**config.mk**
```make
export PLATFORM = sky130hd
export DESIGN_NAME = boss_hit_scheduler
export DESIGN_NICKNAME = d
export VERILOG_FILES = /design/src/rtl/boss_hit_scheduler.sv
export SDC_FILE = /design/constraint.sdc
export NUM_CORES = 1
export LEC_CHECK = 0
export BUFFER_PORTS_ARGS = -buffer_cell sky130_fd_sc_hd__clkbuf_2
export CAP_MARGIN = 15
export CORE_MARGIN = 4
export CORE_UTILIZATION = 40
export CTS_BUF_LIST = sky130_fd_sc_hd__clkbuf_8 sky130_fd_sc_hd__clkbuf_16
export CTS_CLUSTER_DIAMETER = 200
export DETAILED_ROUTE_END_ITERATION = 7
export HOLD_SLACK_MARGIN = 0.05
export PLACE_DENSITY = 0.67
export SYNTH_ARGS = -nofsm -noshare
export SYNTH_HDL_FRONTEND = slang
export SYNTH_SLANG_ARGS = --single-unit
```
**constraint.sdc**
```tcl
create_clock -name clk -period 11.3 [get_ports clk]
set_input_delay 2.26 -clock clk [delete_from_list [all_inputs] [get_ports clk]]
set_output_delay 2.26 -clock clk [all_outputs]
set_load 0.01 [all_outputs]
```
**src/rtl/boss_hit_scheduler.sv**
```systemverilog
// Boss encounter sequencer: spawn, fight, explode, respawn.
// One shared window comparator is time-multiplexed over the bullet slots by a round-robin pointer.
`timescale 1ns/1ps
module boss_hit_scheduler #(
    parameter int N_BULLETS      = 4,
    parameter int MAX_HEALTH     = 8,
    parameter int HIT_GUARD      = 4,
    parameter int EXPLODE_CYCLES = 1024,
    parameter int RESPAWN_CYCLES = 4096
) (
    input  logic                    clk,
    input  logic                    rst,
    input  logic                    start,
    input  logic [9:0]              boss_x,
    input  logic [9:0]              boss_y,
    input  logic [N_BULLETS-1:0]    bullet_valid,
    input  logic [10*N_BULLETS-1:0] bullet_x,
    input  logic [10*N_BULLETS-1:0] bullet_y,
    output logic [N_BULLETS-1:0]    bullet_kill,
    output logic                    boss_en,
    output logic [3:0]              boss_health,
    output logic                    boom,
    output logic                    revive,
    output logic                    hit,
    output logic [2:0]              state
);

    localparam int PW   = $clog2(N_BULLETS);
    localparam int GW   = (HIT_GUARD < 1) ? 1 : $clog2(HIT_GUARD + 1);
    localparam int TMAX = (EXPLODE_CYCLES > RESPAWN_CYCLES) ? EXPLODE_CYCLES : RESPAWN_CYCLES;
    localparam int TW   = $clog2(TMAX + 1);

    localparam logic [PW-1:0] L_PTR_LAST   = PW'(N_BULLETS - 1);
    localparam logic [PW-1:0] L_PTR_ONE    = PW'(1);
    localparam logic [GW-1:0] L_GUARD_LOAD = GW'(HIT_GUARD);
    localparam logic [GW-1:0] L_GUARD_ONE  = GW'(1);
    localparam logic [TW-1:0] L_EXP_LOAD   = TW'(EXPLODE_CYCLES - 1);
    localparam logic [TW-1:0] L_RSP_LOAD   = TW'(RESPAWN_CYCLES - 1);
    localparam logic [TW-1:0] L_T_ONE      = TW'(1);
    localparam logic [3:0]    L_HEALTH_MAX = 4'(MAX_HEALTH);

    typedef enum logic [2:0] {
        S_IDLE    = 3'd0,
        S_SPAWN   = 3'd1,
        S_FIGHT   = 3'd2,
        S_EXPLODE = 3'd3,
        S_RESPAWN = 3'd4
    } state_t;

    state_t                r_state;
    state_t                w_next;
    logic [PW-1:0]         r_ptr;
    logic [GW-1:0]         r_guard;
    logic [TW-1:0]         r_timer;
    logic [3:0]            r_health;
    logic [N_BULLETS-1:0]  r_kill;
    logic                  r_hit;
    logic                  r_boss_en;
    logic                  r_boom;
    logic                  r_revive;

    logic                  w_sel_valid;
    logic [9:0]            w_sel_x;
    logic [9:0]            w_sel_y;
    logic                  w_hit;
    logic [N_BULLETS-1:0]  w_kill;
    logic [3:0]            w_health_dec;

    // Window test in 11 bits so boss_x + 128 and bx + 10 never wrap.
    function automatic logic f_in_window(input logic [9:0] bx, input logic [9:0] by,
                                         input logic [9:0] bsx, input logic [9:0] bsy);
        logic x_ok;
        logic y_ok;
        x_ok = (({1'b0, bx} + 11'd10) >= {1'b0, bsx}) && ({1'b0, bx} < ({1'b0, bsx} + 11'd128));
        y_ok = (({1'b0, by} + 11'd40) >  {1'b0, bsy}) && ({1'b0, by} < ({1'b0, bsy} + 11'd128));
        return x_ok && y_ok;
    endfunction

    // Slot mux, hit judgement and one-hot kill vector for the slot under the pointer.
    always_comb begin
        w_sel_valid = 1'b0;
        w_sel_x     = 10'd0;
        w_sel_y     = 10'd0;
        for (int i = 0; i < N_BULLETS; i++) begin
            w_sel_valid = w_sel_valid | (bullet_valid[i] & (r_ptr == PW'(i)));
            w_sel_x     = w_sel_x | (bullet_x[10*i +: 10] & {10{r_ptr == PW'(i)}});
            w_sel_y     = w_sel_y | (bullet_y[10*i +: 10] & {10{r_ptr == PW'(i)}});
        end
        w_hit = (r_state == S_FIGHT) && w_sel_valid && (r_guard == {GW{1'b0}}) &&
                f_in_window(w_sel_x, w_sel_y, boss_x, boss_y);
        w_kill = {N_BULLETS{1'b0}};
        for (int i = 0; i < N_BULLETS; i++) begin
            w_kill[i] = w_hit & (r_ptr == PW'(i));
        end
        w_health_dec = (r_health == 4'd0) ? 4'd0 : (r_health - 4'd1);
    end

    // Encounter next-state logic.
    always_comb begin
        w_next = r_state;
        case (r_state)
            S_IDLE: begin
                if (start) w_next = S_SPAWN;
                else       w_next = S_IDLE;
            end
            S_SPAWN: w_next = S_FIGHT;
            S_FIGHT: begin
                if (w_hit && (w_health_dec == 4'd0)) w_next = S_EXPLODE;
                else                                 w_next = S_FIGHT;
            end
            S_EXPLODE: begin
                if (r_timer == {TW{1'b0}}) w_next = S_RESPAWN;
                else                       w_next = S_EXPLODE;
            end
            S_RESPAWN: begin
                if (r_timer == {TW{1'b0}}) w_next = S_SPAWN;
                else                       w_next = S_RESPAWN;
            end
            default: w_next = S_IDLE;
        endcase
    end

    // State register.
    always_ff @(posedge clk or negedge rst) begin
        if (!rst) r_state <= S_IDLE;
        else      r_state <= w_next;
    end

    // Datapath: pointer, guard, shared explode/respawn timer, health and registered outputs.
    always_ff @(posedge clk or negedge rst) begin
        if (!rst) begin
            r_ptr     <= {PW{1'b0}};
            r_guard   <= {GW{1'b0}};
            r_timer   <= {TW{1'b0}};
            r_health  <= 4'd0;
            r_kill    <= {N_BULLETS{1'b0}};
            r_hit     <= 1'b0;
            r_boss_en <= 1'b0;
            r_boom    <= 1'b0;
            r_revive  <= 1'b0;
        end else begin
            r_kill    <= w_kill;
            r_hit     <= w_hit;
            r_boss_en <= (w_next == S_FIGHT);
            r_boom    <= (w_next == S_EXPLODE);
            r_revive  <= (w_next == S_SPAWN);

            if (w_next == S_SPAWN) r_health <= L_HEALTH_MAX;
            else if (w_hit)        r_health <= w_health_dec;

            if (r_state == S_SPAWN)            r_guard <= {GW{1'b0}};
            else if (w_hit)                    r_guard <= L_GUARD_LOAD;
            else if (r_guard != {GW{1'b0}})    r_guard <= r_guard - L_GUARD_ONE;

            if (r_state == S_FIGHT) begin
                if (r_ptr == L_PTR_LAST) r_ptr <= {PW{1'b0}};
                else                     r_ptr <= r_ptr + L_PTR_ONE;
            end

            // Timer is loaded with length-1 on state entry and the state exits when it reads 0.
            if ((w_next == S_EXPLODE) && (r_state != S_EXPLODE))      r_timer <= L_EXP_LOAD;
            else if ((w_next == S_RESPAWN) && (r_state != S_RESPAWN)) r_timer <= L_RSP_LOAD;
            else if (r_timer != {TW{1'b0}})                           r_timer <= r_timer - L_T_ONE;
        end
    end

    assign state       = r_state;
    assign bullet_kill = r_kill;
    assign hit         = r_hit;
    assign boss_health = r_health;
    assign boss_en     = r_boss_en;
    assign boom        = r_boom;
    assign revive      = r_revive;

endmodule
```
# Yosys cells after proc, flatten, opt, wreduce, memory -nomap -nowiden
# Index checks and enable logic that the tools add are counted.
dict set report op_classes {
  addsub 8
  magnitude_cmp 4
  n_eq_ne 13
  mux 15
  bitwise_logic 25
  n_reduce_logical 20
}
# operator count
set op_table {}
lappend op_table {{10-bit AND} 8}
lappend op_table {{10-bit OR} 6}
lappend op_table {{13-bit 2-to-1 mux} 3}
lappend op_table {{10-bit by 8-bit adder with 11-bit output (second input constant)} 2}
lappend op_table {{10-bit by 11-bit < comparator with 1-bit output} 2}
lappend op_table {{3-bit 2-to-1 mux} 5}
lappend op_table {{3-bit one-hot mux with 5 select lines} 1}
lappend op_table {{13-bit logical NOT} 1}
lappend op_table {{13-bit nonzero test} 1}
lappend op_table {{13-bit by 1-bit subtractor with 13-bit output (second input constant)} 1}
lappend op_table {{3-bit by 2-bit equality test with 1-bit output (second input constant)} 4}
lappend op_table {{4-bit 2-to-1 mux} 3}
lappend op_table {{10-bit by 4-bit adder with 11-bit output (second input constant)} 1}
lappend op_table {{10-bit by 6-bit adder with 11-bit output (second input constant)} 1}
lappend op_table {{11-bit by 10-bit greater-or-equal comparator with 1-bit output} 1}
lappend op_table {{11-bit by 10-bit > comparator with 1-bit output} 1}
lappend op_table {{1-bit logical AND} 9}
lappend op_table {{3-bit nonzero test} 3}
lappend op_table {{1-bit AND} 8}
lappend op_table {{4-bit logical NOT} 2}
lappend op_table {{3-bit by 1-bit equality test with 1-bit output (second input constant)} 2}
lappend op_table {{3-bit equality test (second input constant)} 2}
lappend op_table {{3-bit logical NOT} 2}
lappend op_table {{2-bit equality test (second input constant)} 2}
lappend op_table {{11 further kinds} 14}
dict set report totals {
  reg_bits 33
  input_bits 107
  out_inout_bits 15
  wordCells 95
}

# Longest topological paths before layout
# Gate-level depths: netlist of run 1.
dict set report depth {
  ltp_word 17
  ltp_mapped 19
  ltp_nobuf 16
}

# Worst setup path before layout of run 1
# No wires, ideal clock.
dict set report synth_path {
  path_kind {in2reg}
  from {input bullet_x[1]}
  to {register r_timer[3]}
  setup_ps 69
  arrival_ps 4912
  required_time_ps 11231
  path_slack_ps 6319
  cell_stages 16
  path_cell_list {a22oi_1 > nand2_1 > ha_1 > or2_2 > a21oi_1 > a21oi_1 > ha_1 > nand2_1 > o21ai_0 > a21oi_1 > o21ai_0 > a211oi_4 > or3_1 > buf_2 > buf_2 > nand3_1}
}
dict set report synth_via {
  elab_chain_cells 16
  elab_cells_between_ends 20
  classes_between {add/sub (1); order compare (2); eq/ne (2); mux (4); bitwise (4); reduce/logical (7)}
}
# item line
set synth_lines {}
lappend synth_lines {{start: declaration} 17} ;# input logic [10*N_BULLETS-1:0] bullet_x,
lappend synth_lines {{10-bit AND (*)} 86} ;# w_sel_x = w_sel_x | (bullet_x[10*i +: 10] & {10{r_ptr == PW'(i)}});
lappend synth_lines {{10-bit OR (*) (3 in series)} 86}
lappend synth_lines {{10-bit by 4-bit adder with 11-bit output} 74} ;# x_ok = (({1'b0, bx} + 11'd10) >= {1'b0, bsx}) && ({1'b0, bx} < ({1'b0, bsx} + 11'd128));
lappend synth_lines {{11-bit by 10-bit greater-or-equal comparator with 1-bit output} 74}
lappend synth_lines {{1-bit logical AND (*)} 74}
lappend synth_lines {{1-bit logical AND (*)} 76} ;# return x_ok && y_ok;
lappend synth_lines {{1-bit logical AND (*)} 89} ;# w_hit = (r_state == S_FIGHT) && w_sel_valid && (r_guard == {GW{1'b0}}) &&
lappend synth_lines {{1-bit logical AND (*)} 108} ;# if (w_hit && (w_health_dec == 4'd0)) w_next = S_EXPLODE;
lappend synth_lines {{1-bit 2-to-1 mux (*)} 108}
lappend synth_lines {{3-bit one-hot mux with 5 select lines (*)} 101} ;# case (r_state)
lappend synth_lines {{3-bit equality test} 162} ;# else if ((w_next == S_RESPAWN) && (r_state != S_RESPAWN)) r_timer <= L_RSP_LOAD;
lappend synth_lines {{1-bit logical AND} 162}
lappend synth_lines {{13-bit 2-to-1 mux} 162}
lappend synth_lines {{13-bit 2-to-1 mux} 161} ;# if ((w_next == S_EXPLODE) && (r_state != S_EXPLODE)) r_timer <= L_EXP_LOAD;
lappend synth_lines {{end signal: assignment} 134} ;# r_timer <= {TW{1'b0}};
lappend synth_lines {{end signal: assignment} 163} ;# else if (r_timer != {TW{1'b0}}) r_timer <= r_timer - L_T_ONE;
lappend synth_lines {{end: declaration} 54} ;# logic [TW-1:0] r_timer;
# Every way passes the cells marked *; elsewhere a longest branch is shown, timed or not.
# A chain may end at the register's enable or synchronous reset.

# Worst setup path after layout of run 1
dict set report layout_path {
  from {input bullet_x[21]}
  to {register r_boss_en, in the netlist boss_en}
}
dict set report layout_via {
  elab_chain_cells 12
  elab_cells_between_ends 13
  classes_between {add/sub (1); order compare (2); eq/ne (1); mux (2); bitwise (3); reduce/logical (4)}
}
# item line
set layout_lines {}
lappend layout_lines {{10-bit AND (*)} 86}
lappend layout_lines {{10-bit OR (*) (2 in series)} 86}
lappend layout_lines {{10-bit by 4-bit adder with 11-bit output} 74}
lappend layout_lines {{11-bit by 10-bit greater-or-equal comparator with 1-bit output} 74}
lappend layout_lines {{1-bit logical AND (*)} 74}
lappend layout_lines {{1-bit logical AND (*)} 76}
lappend layout_lines {{1-bit logical AND (*)} 89}
lappend layout_lines {{1-bit logical AND (*)} 108}
lappend layout_lines {{1-bit 2-to-1 mux (*)} 108}
lappend layout_lines {{3-bit one-hot mux with 5 select lines (*)} 101}
lappend layout_lines {{3-bit by 2-bit equality test with 1-bit output (*)} 144} ;# r_boss_en <= (w_next == S_FIGHT);
lappend layout_lines {{end signal: assignment} 144}
lappend layout_lines {{end: declaration} 58} ;# logic r_boss_en;
# Marked as above.

==> results.md, run 1 <==
* Largest net degree at the start of global routing at 34
* Flops & latches, synth at 33
* Worst setup EP type: register
* Storage element area at 826 µm²
* Ranking of synthesized cells by area: dfrtp_1 (25%), ha_1 (18%), a22oi_1 (8.3%), nand2_1 (4.3%), xnor2_1 (4.2%)
* WP data arrival at 5420 ps
* RSZ-0062 raised after global routing: false
* Synthesized area at 3340 µm²
* Vias in the first global route at 3,149
* Setup Crit Path Kind: in2reg
* CTS Buffer Depth at 2
* Global Route Usage Sum at 0.171
* Cells after Synth at 376
* Clock latency at the later pin of the worst-skew pair at between 200 and 300 ps
* Synth cell types at 62
* Hold Startpoint: r_timer[9]
* Routed Antenna Nets at 0
* Initial cell density of the core at 0.408
* CP dominant cell by count: a21oi_1
* Fmax at 191 MHz
* Die ar. at slightly below 10,000 µm²
* Critical Path RT at 11,470 ps
* Diodes inserted at 0
* Yosys Warn Count at 0
* Setup bufs post-CTS at 0
* CP Buf/Inv Count at 1
* Clock sink total at 33
* DR pass1 iterations at 5
* Input/output buffers at 121
* Critical R2R Launch: r_ptr[0]
* WHS Path Cells at 2
* Slew margin rel. at 0.435
* Die X at 99.3 µm
* Slew @ Worst Pin at ~840 ps
* Site Rows at 33
* Status: completed
* Worst VDD drop at 0.000118 V
* Worst path cell trace: clkbuf_2, a22oi_1, nand2_1, ha_1, or2_2, a21oi_1, a21oi_1, ha_1, nand2_1, o21ai_0, a21oi_1, o21ai_0, a211oi_4, or3_1, and3b_1
* Syn nets at between 500 and 600
* # DRC at 0
* Static Leakage at 0.00206 µW
* Asr flop ratio synth at 1.00
* Total power at 1020 µW
* Chip height at 99.3 µm
* H-tree depth at 2
* Share of layout cells above drive strength 1 at 0.304
* CP max stage cell: or3_1
* Worst setup SP type: input pin
* Final setup violation count at 0
* Worst R2R Path Depth at 16
* Crit-path max FO at 15
* Post-synth EDFFs at 0
* Core area at 8180 µm²
* Nets at roughly 650
* Fill count at 802
* Area Growth Syn to Fin at 22.5%
* Clk slew on worst S/H paths at roughly 70 ps
* Dpl hpwl at about 6900 µm
* Setup TNS at 0 ps
* I/O Pins at roughly 120
* Post-synth top area share at 0.247
* Worst hold path endpoint: r_timer[9]
* Via Count at 3,169
* Top_reg_cell synth: dfrtp_1
* Resized cells post-CTS at 0
* Clock tree root driver cell: clkbuf_8
* Post-Layout Inst Area at 4090 µm²
* Final WL at 8360 µm
* Post-DP Area at approximately 4000 µm²
* Total gr overflow at 0
* TritonCTS clock tree: built
* Gpl congestion at 0.906
* Routed len/inst at 14.0 µm
* Vias per cell at 5.30
* Fin crit period at 5240 ps
* Post-CTS Hold Fix Bufs at 0
* Reg2reg setup slack at 7000 ps
* Power Density at 249 nW/µm²
* Area leader, netlist: dfrtp_1
* Clock Skew at 6.84 ps
* Critical path's largest stage delay at roughly 620 ps
* Hold Fails Final Rpt at 0
* Pins over their slew limit at 0
* Initial antenna violation count at 0
* First-pass GRT wire length at 14,200 µm
* Syn_area_per_cell at 8.87 µm²
* Seq/Total Area, Yosys at 0.247
* Worst reg2reg endpoint: boss_en
* Maxcap violations at 0
* Final critical-path share of the clock period at 0.464
* Multi-input logic area at 2290 µm²
* CP top delay family: simple AND/OR/NAND/NOR gates
* DRT iter0 DRCs at 95
* Total CTS buffers at 5
* Hold Path Class: reg2reg
## worst max path at each step
stage          depth (start not counted)  slack [ps]         start          to
2_1_floorplan                         16        6320   bullet_x[1]  r_timer[3]
3_3_place_gp                          15        5900  bullet_x[21]     boss_en
3_5_place_dp                          15        5800  bullet_x[21]     boss_en
4_1_cts                               15        6090  bullet_x[21]     boss_en
5_1_grt                               15        5810  bullet_x[21]     boss_en
6_report                              15        6060  bullet_x[21]     boss_en
## Yosys cell counts, drive strengths merged, types with 2 or more instances
cell type	n
and2b	2
mux2	2
or2	2
ha	48
inv	30
nor2	19
nand3	14
a211oi	4
or3	4
o32ai	2
nor2b	2
a21oi	18
xor2	8
dfrtp	33
nand2	40
nand3b	2
and3b	2
nand4	4
o211ai	2
and2	5
a221oi	3
nor3	7
o21ai	14
buf	13
nand2b	6
xnor2	16
nor4	6
o31ai	5
or4	4
a31oi	2
a22o	3
a22oi	37
## cells in the final DEF, fill, tap and decap left out, types with 3 or more instances in the layout
cell and count:
o21ai_0 14, or3_1 3, nand3_1 12, dfrtp_1 33
or4_1 3, inv_1 31, xor2_1 8, nor3_1 6
o31ai_1 5, clkbuf_8 6, a211oi_1 3, nand4_1 3
and2_1 5, a21oi_1 18, ha_1 48, xnor2_1 16
clkbuf_2 121, a22oi_1 37, nand2b_1 6, nand2_1 38
nor2_1 18, a221oi_1 3, nor4_1 4, a22o_1 3
## sequential cells by signal, indices dropped and copies added (netlist names)
name	cells
r_timer	13
revive	1
r_guard	3
boss_en	1
r_ptr	2
boom	1
hit	1
boss_health	4
bullet_kill	4
state	3
## tightest hold or removal path: cells and delay by family, from the launching register on
family	cells	cell delay, ps
xor gates and xnor gates	1	80
and+or+nand+nor	1	70
DFF	1	370
## stage by stage
stage | instances | worst slack [ps] | hold WS [ps] | util
2_1_floorplan | 376 | 6320 | 500 | -
3_3_place_gp | 590 | 5900 | 529 | 0.486
3_5_place_dp | 590 | 5800 | 537 | 0.486
4_1_cts | 598 | 6090 | 558 | 0.500
5_1_grt | 598 | 5810 | 577 | 0.500
6_report | 598 | 6060 | 556 | 0.500
## cell families after synthesis
| group | Yosys count | synth area share |
|---|---|---|
| AO/OA/AOI/OAI | 101 | 0.220 |
| XOR/XNOR | 24 | 0.0630 |
| adder cells (fa/ha/maj) | 48 | 0.180 |
| buffers and inverters | 43 | 0.0667 |
| flip-flops | 33 | 0.247 |
| multiplexers | 3 | 0.0109 |
| AND/OR/NAND/NOR | 124 | 0.211 |
## power by group
part           total [µW]  leakage, µW  internal (µW)  switching, µW
combinational         711      0.00161            307            404
sequential            193     0.000388            154           38.5
clock                 113    0.0000626           70.9           42.1
## routing by layer
layer | part of all wire | vias to the layer above | track usage
li1 | - | 1604 | -
met1 | 0.42 | 1460 | 0.209
met2 | 0.51 | 95 | 0.313
met3 | 0.059 | 10 | 0.0266
met4 | 0.0099 | 0 | 0.0399
met5 | 0 | - | 0
## area by class of cell
cell class | count | share of cell area
Multi-Input combinational cell | 300 | 0.560
Sequential cell | 33 | 0.202
Timing Repair Buffer | 122 | 0.150
Tap cell | 105 | 0.0321
Inverter | 30 | 0.0275
Clock buffer | 6 | 0.0202
Clock inverter | 2 | 0.00826
(Power assumes the default switching activity.)
==> inputs of run 2 (changes only) <==
ABC_AREA = 1   (was default)
PLACE_DENSITY = 0.69   (was 0.67)
clock period = 4.5 ns   (was 11.3 ns; I/O delays follow)
==> results.md, run 2 <==
* Post-synth EDFFs at 0
* Synthesized area at 3570 µm²
* Worst setup SP type: register
* Status: completed
* Setup TNS at 0 ps
* Worst VDD drop at 0.000263 V
* CP top delay family: simple AND/OR/NAND/NOR gates
* First-pass GRT wire length at 15,500 µm
* Die ar. at approximately 11,000 µm²
* Maxcap violations at 0
* Flops & latches, synth at 33
* Max reg flops at 13
* Fin cells at 763
* Diodes inserted at 0
* CTS Buffer Depth at 2
* Crit-path max FO at 14
* Total CTS buffers at 5
* I/O Pins at 122
* Seq/Total Area, Yosys at 0.231
* Clock tree root driver cell: clkbuf_8
* Chip height at 103 µm
* Area leader, netlist: dfrtp_1
* Post-synth top area share at 0.231
* Resized cells post-CTS at 0
* Setup Crit Path Kind: reg2reg
* Clock Skew at around 7.3 ps
* Largest Register: r_timer
* CP dominant cell by count: nand2_1
* # DRC at 0
* Static Leakage at 0.00258 µW
* Inst Count DP at 755
* Cells after Synth at approximately 530
* Critical path's largest stage delay at around 540 ps
* Share of layout cells above drive strength 1 at 0.226
* Power Density at 531 nW/µm²
* Routed len/inst at 12.3 µm
* Post-Layout Inst Area at 4350 µm²
* Post-DP Area at 4270 µm²
* CP Buf/Inv Count at 3
* Worst setup EP type: register
* Input/output buffers at 121
* Fin crit period at 3750 ps
* Initial cell density of the core at 0.410
* Post-CTS Hold Fix Bufs at 0
* Syn_area_per_cell at 6.72 µm²
* Routed Antenna Nets at 0
* Clock sink total at 33
* Synth top cells by count: nand2_1 (164), inv_1 (86), nor2_1 (59), ha_1 (48), dfrtp_1 (33)
* WP data arrival at 3910 ps
* Final WL at 9380 µm
* Clock latency at the later pin of the worst-skew pair at 280 ps
* Setup bufs post-CTS at 0
* Top_reg_cell synth: dfrtp_1
* Initial antenna violation count at 0
* Nets at 809
* Site Rows at 34
* Asr flop ratio synth at 1.00
* Hold Fails Final Rpt at 0
* H-tree depth at 2
* DR pass1 iterations at 4
* Fill count at 879
* DRT iter0 DRCs at 122
* Ranking of synthesized cells by area: dfrtp_1 (23%), nand2_1 (17%), ha_1 (17%), inv_1 (9.0%), nor2_1 (6.2%)
* Synth cell types at 36
* Area Growth Syn to Fin at 21.8%
* Syn nets at 687
* Worst path cell trace: inv_1, ha_1, buf_4, nand2_1, nand4_1, ha_1, nor2_1, inv_1, nand2_1, nor2_1, nand4_1, xnor2_1, ha_1, o21a_1, nand2_1, nand3b_1, nand2_2, nor2_4, nand4_4, nand2_1, nor2_1
* CP max stage cell: ha_1
* Critical Path RT at 4670 ps
* Most frequent cells in the layout: nand2_1 (164), clkbuf_2 (121), inv_1 (89), nor2_1 (59), ha_1 (48)
* Fmax at 267 MHz
* Dpl hpwl at 7890 µm
* Gpl congestion at 0.841
* Slew margin rel. at 0.434
* Die X at a little over 100 µm
* Global Route Usage Sum at 0.182
* Pins over their slew limit at 0
* Largest net degree at the start of global routing at 34
* Hold Path Class: reg2reg
* Clk slew on worst S/H paths at 70 ps
* Final setup violation count at 0
* Most frequent cell after synthesis: nand2_1
* Total gr overflow at 0
* RSZ-0062 raised after global routing: false
* Commonest non-fill, non-tap cell in the layout: nand2_1
* Core area at a little under 9000 µm²
* Via Count at 3,737
* Vias per cell at 4.90
* Slew @ Worst Pin at 849 ps
* Final critical-path share of the clock period at 0.832
* Vias in the first global route at 3,596
* TritonCTS clock tree: built
* Final Util at 0.499
* Yosys Warn Count at 0
[run 2: cell types whose count changed after synthesis, moves of 6 or more]
cell,delta
nand2_1,+126
inv_1,+56
nor2_1,+41
a22oi_1,-37
xnor2_1,-10
xor2_1,+8
nand2b_1,-6
nand3_1,+6
nand4_1,+6
o21ai_1,+6
[run 2: final timing paths]
check | from | to | slack, ps | cells after the start
setup / recovery | r_ptr[0] | boss_en | 750 | 21
max in group asynchronous | rst | r_timer[11] | 3290 | 1
hold / removal | r_timer[12] | r_timer[12] | 540 | 2
hold reg to reg | r_timer[12] | r_timer[12] | 540 | 2
min in group asynchronous | rst | r_timer[7] | 690 | 1
setup reg to reg | r_ptr[0] | boss_en | 750 | 21
[run 2: cell type report]
| type | count | area, µm² | share of cell area |
|---|---|---|---|
| inverters | 87 | 327 | 0.0750 |
| multi-input cells | 403 | 2360 | 0.542 |
| flip-flops and latches | 33 | 826 | 0.190 |
| repair buffers | 124 | 628 | 0.144 |
| clock inverters | 3 | 11.3 | 0.00259 |
| clock buffers | 5 | 68.8 | 0.0158 |
| well taps | 108 | 135 | 0.0310 |
[run 2: cells by family after synthesis]
family	count (synthesis)	share of synthesized area
buf+inv	96	0.109
simple gates	281	0.347
compound gates	52	0.0907
xor+xnor	22	0.0539
flops	33	0.231
fa+ha+maj	48	0.168
[run 2: through the flow]
stage	power (µW)	setup WS, ps	hold slack (ps)
after floorplan	1720	1260	517
after global placement	2050	924	528
after detailed placement	2120	759	530
after CTS	2340	733	540
after global routing	2620	400	582
final	2310	755	545
[run 2: report_power, final]
| group | internal, µW | switching, µW |
|---|---|---|
| Clock | 103 | 99.0 |
| Combinational | 655 | 991 |
| Sequential | 383 | 81.2 |
| Total | 1140 | 1170 |
[run 2: layer usage]
layer	up-vias	share of wire	global-route usage
li1	1931	-	-
met1	1704	0.44	0.231
met2	98	0.48	0.328
met3	4	0.074	0.0284
met4	0	0.0037	0.0323
met5	-	0	0
[run 2: tightest hold or removal path, stage by stage, from the launching register on]
cell and delay [ps]:
dfrtp_1 400, nand2_1 70, nor2_1 40
